--- src/rtl/subword_store_unit_if.sv ---
// Store request / dmem bus bundle for subword_store_unit.
// The master side is the environment: the datapath issuing the store and the
// data memory answering it. The slave side is the store unit itself.
interface subword_store_unit_if;
   logic        req;
   logic [1:0]  size;
   logic [31:0] addr;
   logic [31:0] wdata;
   logic        busy;
   logic        done;
   logic        err;
   logic        mem_ren;
   logic        mem_wen;
   logic [31:0] mem_addr;
   logic [31:0] mem_store;
   logic [31:0] mem_load;
   logic        mem_ready;

   modport master (
      output req, size, addr, wdata, mem_load, mem_ready,
      input  busy, done, err, mem_ren, mem_wen, mem_addr, mem_store
   );

   modport slave (
      input  req, size, addr, wdata, mem_load, mem_ready,
      output busy, done, err, mem_ren, mem_wen, mem_addr, mem_store
   );
endinterface

--- src/rtl/subword_store_unit.sv ---
// Turns sb/sh/sw store requests into word-only dmem transactions.
// Word stores write directly; byte/halfword stores read the aligned word,
// merge the new lane into it and write the word back.
module subword_store_unit #(
   parameter bit BIG_ENDIAN = 1'b1,
   parameter int WAIT_LIMIT = 0
) (
   input logic                 CLK,
   input logic                 nRST,
   subword_store_unit_if.slave bus
);

   typedef enum logic [2:0] {IDLE, READ, WRITE, DONE, ERR} state_t;

   localparam int CNT_W = (WAIT_LIMIT > 1) ? $clog2(WAIT_LIMIT) : 1;
   localparam logic [CNT_W-1:0] CNT_LAST = CNT_W'((WAIT_LIMIT > 0) ? WAIT_LIMIT - 1 : 0);

   state_t            state, state_next;
   logic [1:0]        size_q;
   logic [31:0]       addr_q;
   logic [31:0]       wdata_q;
   logic [31:0]       store_q;
   logic [CNT_W-1:0]  cnt;
   logic              bad_req;
   logic              timed_out;
   logic [31:0]       mask;
   logic [31:0]       lane_data;
   logic [31:0]       merged;
   logic              busy, done, err, mem_ren, mem_wen;

   // Byte-enable style mask of the lane being replaced inside the aligned word.
   function automatic logic [31:0] lane_mask(input logic [1:0] sz, input logic [1:0] off);
      logic [31:0] m;
      if (sz == 2'b10) begin
         if (BIG_ENDIAN) m = 32'hFF00_0000 >> {off, 3'b000};
         else            m = 32'h0000_00FF << {off, 3'b000};
      end else begin
         if (BIG_ENDIAN) m = off[1] ? 32'h0000_FFFF : 32'hFFFF_0000;
         else            m = off[1] ? 32'hFFFF_0000 : 32'h0000_FFFF;
      end
      return m;
   endfunction

   assign mask      = lane_mask(size_q, addr_q[1:0]);
   assign lane_data = (size_q == 2'b10) ? {4{wdata_q[7:0]}} : {2{wdata_q[15:0]}};
   assign merged    = (bus.mem_load & ~mask) | (lane_data & mask);
   assign timed_out = (WAIT_LIMIT > 0) && (cnt == CNT_LAST);

   // Classify the incoming request: misaligned or reserved size is an error.
   always_comb begin
      bad_req = 1'b0;
      case (bus.size)
         2'b00:   bad_req = (bus.addr[1:0] != 2'b00);
         2'b01:   bad_req = bus.addr[0];
         2'b10:   bad_req = 1'b0;
         default: bad_req = 1'b1;
      endcase
   end

   // State register; reset abandons any access in flight.
   always_ff @(posedge CLK) begin
      if (!nRST) state <= IDLE;
      else       state <= state_next;
   end

   // Next-state and control outputs; enables are decoded from state so
   // read and write can never overlap.
   always_comb begin
      state_next = state;
      busy       = 1'b1;
      done       = 1'b0;
      err        = 1'b0;
      mem_ren    = 1'b0;
      mem_wen    = 1'b0;
      case (state)
         IDLE: begin
            busy = 1'b0;
            if (bus.req) begin
               if (bad_req)                state_next = ERR;
               else if (bus.size == 2'b00) state_next = WRITE;
               else                        state_next = READ;
            end
         end
         READ: begin
            mem_ren = 1'b1;
            if (bus.mem_ready)  state_next = WRITE;
            else if (timed_out) state_next = ERR;
         end
         WRITE: begin
            mem_wen = 1'b1;
            if (bus.mem_ready)  state_next = DONE;
            else if (timed_out) state_next = ERR;
         end
         DONE: begin
            done       = 1'b1;
            state_next = IDLE;
         end
         ERR: begin
            err        = 1'b1;
            state_next = IDLE;
         end
         default: state_next = IDLE;
      endcase
   end

   // Request capture, merged-word latch and per-access wait counter.
   always_ff @(posedge CLK) begin
      if (!nRST) begin
         size_q  <= 2'b00;
         addr_q  <= 32'h0;
         wdata_q <= 32'h0;
         store_q <= 32'h0;
         cnt     <= '0;
      end else begin
         if (state == IDLE && bus.req) begin
            size_q  <= bus.size;
            addr_q  <= bus.addr;
            wdata_q <= bus.wdata;
         end
         if (state == READ && bus.mem_ready) store_q <= merged;
         if (state_next != state) begin
            cnt <= '0;
         end else if ((WAIT_LIMIT > 0) && (state == READ || state == WRITE) && !bus.mem_ready) begin
            cnt <= cnt + 1'b1;
         end
      end
   end

   assign bus.busy      = busy;
   assign bus.done      = done;
   assign bus.err       = err;
   assign bus.mem_ren   = mem_ren;
   assign bus.mem_wen   = mem_wen;
   assign bus.mem_addr  = {addr_q[31:2], 2'b00};
   assign bus.mem_store = (size_q == 2'b00) ? wdata_q : store_q;

endmodule
--- src/flat_wrapper.sv ---
// flat-port wrapper written by rule: the top's interface ports become plain ports
module subword_store_unit_flat 
#(
   parameter bit BIG_ENDIAN = 1'b1,
   parameter int WAIT_LIMIT = 0
)
  (CLK, nRST, bus_req, bus_size, bus_addr, bus_wdata, bus_mem_load, bus_mem_ready, bus_busy, bus_done, bus_err, bus_mem_ren, bus_mem_wen, bus_mem_addr, bus_mem_store);
  subword_store_unit_if bus_i ();
  input logic CLK;
  input logic nRST;
  input wire logic [$bits(bus_i.req)-1:0] bus_req;
  input wire logic [$bits(bus_i.size)-1:0] bus_size;
  input wire logic [$bits(bus_i.addr)-1:0] bus_addr;
  input wire logic [$bits(bus_i.wdata)-1:0] bus_wdata;
  input wire logic [$bits(bus_i.mem_load)-1:0] bus_mem_load;
  input wire logic [$bits(bus_i.mem_ready)-1:0] bus_mem_ready;
  output wire logic [$bits(bus_i.busy)-1:0] bus_busy;
  output wire logic [$bits(bus_i.done)-1:0] bus_done;
  output wire logic [$bits(bus_i.err)-1:0] bus_err;
  output wire logic [$bits(bus_i.mem_ren)-1:0] bus_mem_ren;
  output wire logic [$bits(bus_i.mem_wen)-1:0] bus_mem_wen;
  output wire logic [$bits(bus_i.mem_addr)-1:0] bus_mem_addr;
  output wire logic [$bits(bus_i.mem_store)-1:0] bus_mem_store;
  assign bus_i.req = bus_req;
  assign bus_i.size = bus_size;
  assign bus_i.addr = bus_addr;
  assign bus_i.wdata = bus_wdata;
  assign bus_i.mem_load = bus_mem_load;
  assign bus_i.mem_ready = bus_mem_ready;
  assign bus_busy = bus_i.busy;
  assign bus_done = bus_i.done;
  assign bus_err = bus_i.err;
  assign bus_mem_ren = bus_i.mem_ren;
  assign bus_mem_wen = bus_i.mem_wen;
  assign bus_mem_addr = bus_i.mem_addr;
  assign bus_mem_store = bus_i.mem_store;
  subword_store_unit #(.BIG_ENDIAN(BIG_ENDIAN), .WAIT_LIMIT(WAIT_LIMIT)) u_core (.CLK(CLK), .nRST(nRST), .bus(bus_i));
endmodule
--- config.mk ---
export PLATFORM = sky130hd
export DESIGN_NAME = subword_store_unit_flat
export DESIGN_NICKNAME = d
export VERILOG_FILES = /design/src/rtl/subword_store_unit_if.sv /design/src/rtl/subword_store_unit.sv /design/src/flat_wrapper.sv
export SDC_FILE = /design/constraint.sdc
export NUM_CORES = 1
export LEC_CHECK = 0
export CORE_MARGIN = 2
export CORE_UTILIZATION = 30
export CTS_CLUSTER_SIZE = 10
export DETAILED_ROUTE_END_ITERATION = 10
export SLEW_MARGIN = 20
export SYNTH_ARGS = -nofsm -noshare
export SYNTH_HDL_FRONTEND = slang
export SYNTH_SLANG_ARGS = --single-unit
--- constraint.sdc ---
create_clock -name CLK -period 3.9 [get_ports CLK]
set_input_delay 0.78 -clock CLK [delete_from_list [all_inputs] [get_ports CLK]]
set_output_delay 0.78 -clock CLK [all_outputs]
set_load 0.01 [all_outputs]
==> results of run 1 <==
-- registers in the layout, summed over array words and instances, names as in the netlist --
| signal | count |
|---|---|
| u_core.addr_q | 32 |
| u_core.store_q | 32 |
| u_core.wdata_q | 32 |
| u_core.size_q | 2 |
| u_core.state | 3 |
-- final cells by class --
cell class,instances,area (µm²)
diodes,2,5.00
clock buffers,10,239
clock inverters,6,45.0
fillers,1609,9190
inverters,2,7.51
multi-input cells,387,2380
flip-flops and latches,101,2020
well taps,216,270
repair buffers,174,1720
-- cells in the final DEF, fill, tap and decap left out, drive strengths merged, types with 4 or more instances in the layout --
cell,Yosys,final
clkdlybuf4s50,0,167
nand2,167,167
dfxtp,101,101
a21boi,67,67
mux2,40,40
a21oi,21,21
o21ai,18,18
mux2i,16,16
nand4,16,16
o221ai,16,16
clkbuf,14,10
buf,61,7
nor3b,5,5
inv,2,4
clkinv,0,4
-- worst register-to-register path, delay by kind of cell (launching register included) --
kind                   cells  cell delay (ns)
AOI/OAI and AO/OA          1             0.19
buffers and inverters      1             0.47
DFF                        1             0.51
and+or+nand+nor            3             0.80
-- worst max path at each step --
stage	endpoint	slack, ns	cells past startpoint
5_1_grt	bus_mem_store[12]	0.75	4
6_report	bus_mem_store[29]	0.84	4
3_5_place_dp	u_core.addr_q[1]$_SDFFE_PN0P_	1.14	6
3_3_place_gp	u_core.addr_q[1]$_SDFFE_PN0P_	1.21	6
4_1_cts	bus_mem_store[29]	0.81	4
2_1_floorplan	bus_mem_store[10]	1.97	3
-- layer usage --
metal  vias to the layer above  GRT usage, %
met5                         -             0
met4                         0          8.09
met3                        27          3.16
met2                       136          27.5
met1                      2029          21.4
li1                       2119             -
-- through the flow --
step / setup WS, ns / cell area [µm²]
floorplan: 1.97 / 4880
detailed placement: 1.14 / 6410
global route: 0.754 / 6700
CTS: 0.806 / 6690
global placement: 1.21 / 6410
finish: 0.842 / 6700
-- kinds of logic (layout without fill, tap and decap cells) --
kind of cell	Yosys count	count (layout)	share of synthesized area (%)
other	1	4	0.0769
buffers and inverters	77	192	10.1
muxes	56	56	12.5
AOI/OAI and AO/OA	126	126	18.3
and+or+nand+nor	203	203	17.6
DFF	101	101	41.5
-- power breakdown --
| part | total, mW | internal (mW) | switching [mW] |
|---|---|---|---|
| clock network | 0.860 | 0.455 | 0.405 |
| logic | 0.536 | 0.290 | 0.246 |
| registers | 1.15 | 1.09 | 0.0523 |
==> results.md, run 1 <==
- Max-Slew Margin vs Limit: about half
- Yosys Warn Count: 0
- Final hold slack: 0.454 ns
- Period utilization: ~78%
- Area contributors post-synth: dfxtp_1 (41%), nand2_1 (13%), mux2_2 (9.2%), a21boi_0 (5.5%), buf_4 (5.4%)
- IO Pins: 171
- Proportion of layout cells with a drive suffix above 1: approximately a tenth
- P&R area growth vs syn: 37.4%
- Leakage: between 2 and 3 nW
- Power Density: around 380 mW/mm²
- Synth area leader: dfxtp_1
- Hold Violations, Final: 0
- Register-to-Register Setup Slack: ~1.9 ns
- Htree depth: 3
- Routed wl met3: 744 µm
- CTS Buffer Depth: 2
- DRT Pass-1 Iters: 4
- Clock Latency Late Sink: about 0.34 ns
- Post-layout total power: roughly 2.5 mW
- Setup CP Type: flip-flop to primary output
- Commonest cells post-synth: nand2_1 (167), dfxtp_1 (101), mux2_2 (40)
- Worst Clk Skew: between 0.008 and 0.009 ns
- Metal1 wirelength: 6430 µm
- Unrepaired setup endpoints after global routing: false
- Asr flop ratio synth: 0%
- Initial antenna violation count: 2
- Vias in the first global route: about 4.2k
- CP Cell Sequence: nor2_4, buf_4, mux2_2, clkdlybuf4s50_1
- Clock slew at reported path FFs: about 0.07 ns
- CTS Buf Count: 9
- Post-Route WL: between 10000 and 15000 µm
- Post-synth top area share: just over 40%
- Hold Path Origin: u_core.wdata_q[27]$_SDFFE_PN0P_
- Resize count post-CTS: 0
- Root buf cell: clkbuf_16
- Final Util: a little over two fifths
- Slowest-stage cell, CP: clkdlybuf4s50_1
- Reg2Reg Depth: 5
- Top layer in use: met4
- CTS tree: yes
- Peak VDD IR: ~0.22 mV
- Worst EP arrival: between 2 and 2.5 ns
- Status: finished clean
- Yosys cell types: 32
- Die W: roughly 130 µm
- Routed Antenna Nets: 0
- Gpl congestion: between 0.8 and 0.9
- # DRC: 0
- Crit-path max cell delay: about 0.49 ns
- # rows: between 40 and 50
- Die height: approximately 130 µm
- Worst setup SP type: flip-flop
- FMAX: 327 MHz
- Post-synth EDFFs: 0
- Routed length per instance: ~16 µm
- Hold worst-path end: u_core.wdata_q[27]$_SDFFE_PN0P_
- Syn Std Cell Area: between 0.004 and 0.005 mm²
- Vias per std cell: about 4.8
- Worst Tran Pin Value: 0.762 ns
- Final Slew Violations: 0
- Seq/Total Area, Yosys: between 40 and 50%
- Max Cap Viol: 0
- Post-CTS Hold Buffers: 0
- Largest net degree at the start of global routing: between 70 and 80
- Syn avg cell area: 8.64 µm²
- Setup TNS: 0 ns
- CP delay by family, top: buffers and inverters
- First-pass GRT wire length: about 23000 µm
- Hpwl dp: between 10000 and 15000 µm
- Met2 wire length: roughly 7000 µm
- CTS sink cnt: 101
- Most common cell in the netlist: nand2_1
- Worst setup EP type: primary output
- Layout Nets: 777
- Layout Cells excl Fill: 898
- Total Die Area: around 0.017 mm²
- R2r startpoint: u_core.state[1]$_SDFFE_PN0P_
- CORE AREA: 0.0159 mm²
- Starting Density: 30.7%
- GRT overflow: 0
- Total track usage: 16.8%
- WHS Path Cells: 2
- Syn Inst Count: around 560
- Tmin final: roughly 3 ns
- Synthesis-stage register bit count: between 100 and 150
- Reg2reg end: u_core.addr_q[1]$_SDFFE_PN0P_
- Final setup violation count: 0
- Critical Path RT: 3.12 ns
- Via Count: 4311
- Port Buffers: roughly 170
- Crit path max fanout: 23
- Inst Count DP: slightly below 900
- Crit path from: u_core.size_q[1]$_SDFFE_PN0P_
- Buf/Inv on CP: 2
- Setup bufs post-CTS: 0
- Initial DRC count: about 230
- Synth Flop Type: dfxtp_1
- Tightest Hold Check Type: flip-flop to flip-flop
Note: power is estimated with default switching activity, not from simulation.
==> inputs of run 2 (changes only) <==
Clock period 3.9 ns to 2.7 ns, I/O delays scaled along.
==> results.md, run 2 (synthesis gave the netlist of run 1 again) <==
- Status: finished clean (unchanged)
- Clock slew at reported path FFs: 0.07 ns (about the same)
- Vias per std cell: 4.73 (was 4.80)
- Commonest non-fill, non-tap cell in the layout: clkdlybuf4s50_1 (unchanged)
- Initial DRC count: 212 (was 225)
- Die height: 131 µm (unchanged)
- First-pass GRT wire length: 23000 µm (was 22900 µm)
- Power Density: 563 mW/mm² (was 380 mW/mm²)
- CTS sink cnt: 101 (unchanged)
- Layout Cells excl Fill: 899 (was 898)
- Proportion of layout cells with a drive suffix above 1: 10.5% (was 10.1%)
- Buf/Inv on CP: 2 (unchanged)
- Crit path max fanout: 24 (was 23)
- Max-Slew Margin vs Limit: 56.1% (was 49.0%)
- DRT Pass-1 Iters: 5 (was 4)
- Register-to-Register Setup Slack: 0.87 ns (was 1.87 ns)
- GRT overflow: 0 (unchanged)
- Final Slew Violations: 0 (unchanged)
- WHS Path Cells: 2 (unchanged)
- Worst EP arrival: 1.94 ns (was 2.28 ns)
- Antenna Cells: 0 (was 2)
- Final hold slack: 0.456 ns (was 0.454 ns)
- Largest net degree at the start of global routing: 83 (was 72)
- Gpl congestion: 0.764 (was 0.834)
- Reg2Reg Depth: 4 (was 5)
- Hold Violations, Final: 0 (unchanged)
- Unrepaired setup endpoints after global routing: false (unchanged)
- Critical Path RT: 2.16 ns (was 3.12 ns)
- Post-Route WL: 14500 µm (was 14700 µm)
- Worst Clk Skew: 0.00521 ns (was 0.00820 ns)
- Vias in the first global route: 4243 (was 4221)
- Fillers: 1590 (was 1609)
- CORE AREA: 0.0159 mm² (unchanged)
- Inst Count DP: 881 (was 880)
- Top layer in use: met4 (unchanged)
- Period utilization: roughly 90%
- Initial antenna violation count: 0 (was 2)
- Setup TNS: 0 ns (unchanged)
- Hold worst-path end: u_core.wdata_q[16]$_SDFFE_PN0P_ (was u_core.wdata_q[27]$_SDFFE_PN0P_)
- Peak VDD IR: 0.292 mV (was 0.215 mV)
- P&R area growth vs syn: 39.4% (was 37.4%)
- Hold Path Origin: u_core.wdata_q[16]$_SDFFE_PN0P_ (was u_core.wdata_q[27]$_SDFFE_PN0P_)
- Routed Antenna Nets: 0 (unchanged)
- Post-layout total power: 3.83 mW (was 2.54 mW)
- Tmin final: between 2 and 2.5 ns
- Worst setup SP type: flip-flop (unchanged)
- Max Cap Viol: 0 (unchanged)
- CP delay by family, top: buffers and inverters (unchanged)
- CP Cell Sequence: nor2_4, buf_12, mux2_2, clkdlybuf4s50_1 (was nor2_4, buf_4, mux2_2, clkdlybuf4s50_1)
- Crit-path max cell delay: 0.48 ns (was 0.49 ns)
- Layout Nets: 780 (was 777)
- Leakage: 2.56 nW (was 2.53 nW)
- Die W: 131 µm (unchanged)
- Hpwl dp: 10200 µm (was 10500 µm)
- Root buf cell: clkbuf_16 (unchanged)
- Slowest-stage cell, CP: clkdlybuf4s50_1 (unchanged)
- Setup CP Type: flip-flop to primary output (unchanged)
- Total track usage: 16.7% (was 16.8%)
- Starting Density: 30.7% (unchanged)
- Htree depth: 3 (unchanged)
- Registers with the most flip-flops: u_core.addr_q: 32 flops, u_core.store_q: 32 flops, u_core.wdata_q: 32 flops (unchanged)
- Met2 wire length: 7100 µm (was 7030 µm)
- FMAX: around 400 MHz
- Final setup violation count: 0 (unchanged)
- R2r startpoint: u_core.size_q[0]$_SDFFE_PN0P_ (was u_core.state[1]$_SDFFE_PN0P_)
- Port Buffers: 168 (unchanged)
- Clock Latency Late Sink: 0.35 ns (was 0.34 ns)
- Resize count post-CTS: 0 (unchanged)
- Routed wl met3: 590 µm (was 744 µm)
- Metal1 wirelength: 6580 µm (was 6430 µm)
- Tightest Hold Check Type: flip-flop to flip-flop (unchanged)
- Worst Tran Pin Value: 0.654 ns (was 0.762 ns)
- CTS Buf Count: 9 (unchanged)
- Total Die Area: 0.0173 mm² (unchanged)
- # DRC: 0 (unchanged)
- Reg2reg end: u_core.store_q[9]$_SDFFE_PN0P_ (was u_core.addr_q[1]$_SDFFE_PN0P_)
- Final Util: 42.8% (was 42.1%)
- IO Pins: 171 (unchanged)
- Worst setup EP type: primary output (unchanged)
- Routed length per instance: 16.2 µm (was 16.4 µm)
- CTS Buffer Depth: 2 (unchanged)
- Most frequent cells in the layout: clkdlybuf4s50_1 (167), nand2_1 (166), dfxtp_1 (101), mux2_2 (40), a21boi_0 (36) (unchanged)
- Via Count: 4250 (was 4311)
- # rows: 46 (unchanged)
- CTS tree: yes (unchanged)
[run 2: cell types whose count changed in the layout (fill, tap and decap cells not counted), sizes merged]
cell | before | now
clkinv | 4 | 0
buf | 7 | 10
clkinvlp | 0 | 2
diode | 2 | 0
bufinv | 0 | 1
inv | 4 | 5
[run 2: final cells by class]
type                       count  area, µm²  area share, %
multi-input combinational    387       2380           35.1
sequential                   101       2020           29.8
timing repair buffer         177       1800           26.4
clock buffer                  10        239           3.52
inverter                       2       7.51          0.110
clock inverter                 6       76.3           1.12
tap                          216        270           3.98
[run 2: worst max path at each step]
stage | cells after the start | from | to
4_1_cts | 4 | u_core.size_q[1]$_SDFFE_PN0P_ | bus_mem_store[31]
3_3_place_gp | 4 | u_core.size_q[1]$_SDFFE_PN0P_ | bus_mem_store[31]
5_1_grt | 4 | u_core.size_q[0]$_SDFFE_PN0P_ | bus_mem_store[0]
3_5_place_dp | 4 | u_core.size_q[1]$_SDFFE_PN0P_ | bus_mem_store[31]
2_1_floorplan | 3 | u_core.size_q[1]$_SDFFE_PN0P_ | bus_mem_store[10]
6_report | 4 | u_core.size_q[0]$_SDFFE_PN0P_ | bus_mem_store[8]
[run 2: stage by stage]
step | cell area, µm² | setup slack [ns]
after global placement | 6460 | 0.450
after CTS | 6780 | 0.0328
after detailed placement | 6460 | 0.422
after global routing | 6790 | 0.167
after floorplan | 4880 | 1.01
final | 6790 | 0.223
[run 2: worst register-to-register path, stage by stage, from the launching register on]
cell,delay (ns)
dfxtp_1,0.35
nand2b_1,0.43
o21ai_1,0.67
nand4_1,0.19
o221ai_1,0.11
[run 2: where the power goes]
part	switching, mW	internal (mW)	total [mW]
combinational	0.360	0.437	0.796
sequential	0.0704	1.58	1.65
clock	0.618	0.761	1.38
[run 2: layer usage]
layer,track usage [%],vias to the layer above
met2,28.5,106
li1,-,2119
met5,0,-
met3,2.43,17
met1,21.5,2008
met4,6.04,0
[run 2: repair_timing]
| item | in CTS | in global routing |
|---|---|---|
| hold buffers | 0 | 0 |
| endpoints found under the setup margin | 0 | 16 |
| buffers inserted | 0 | 2 |
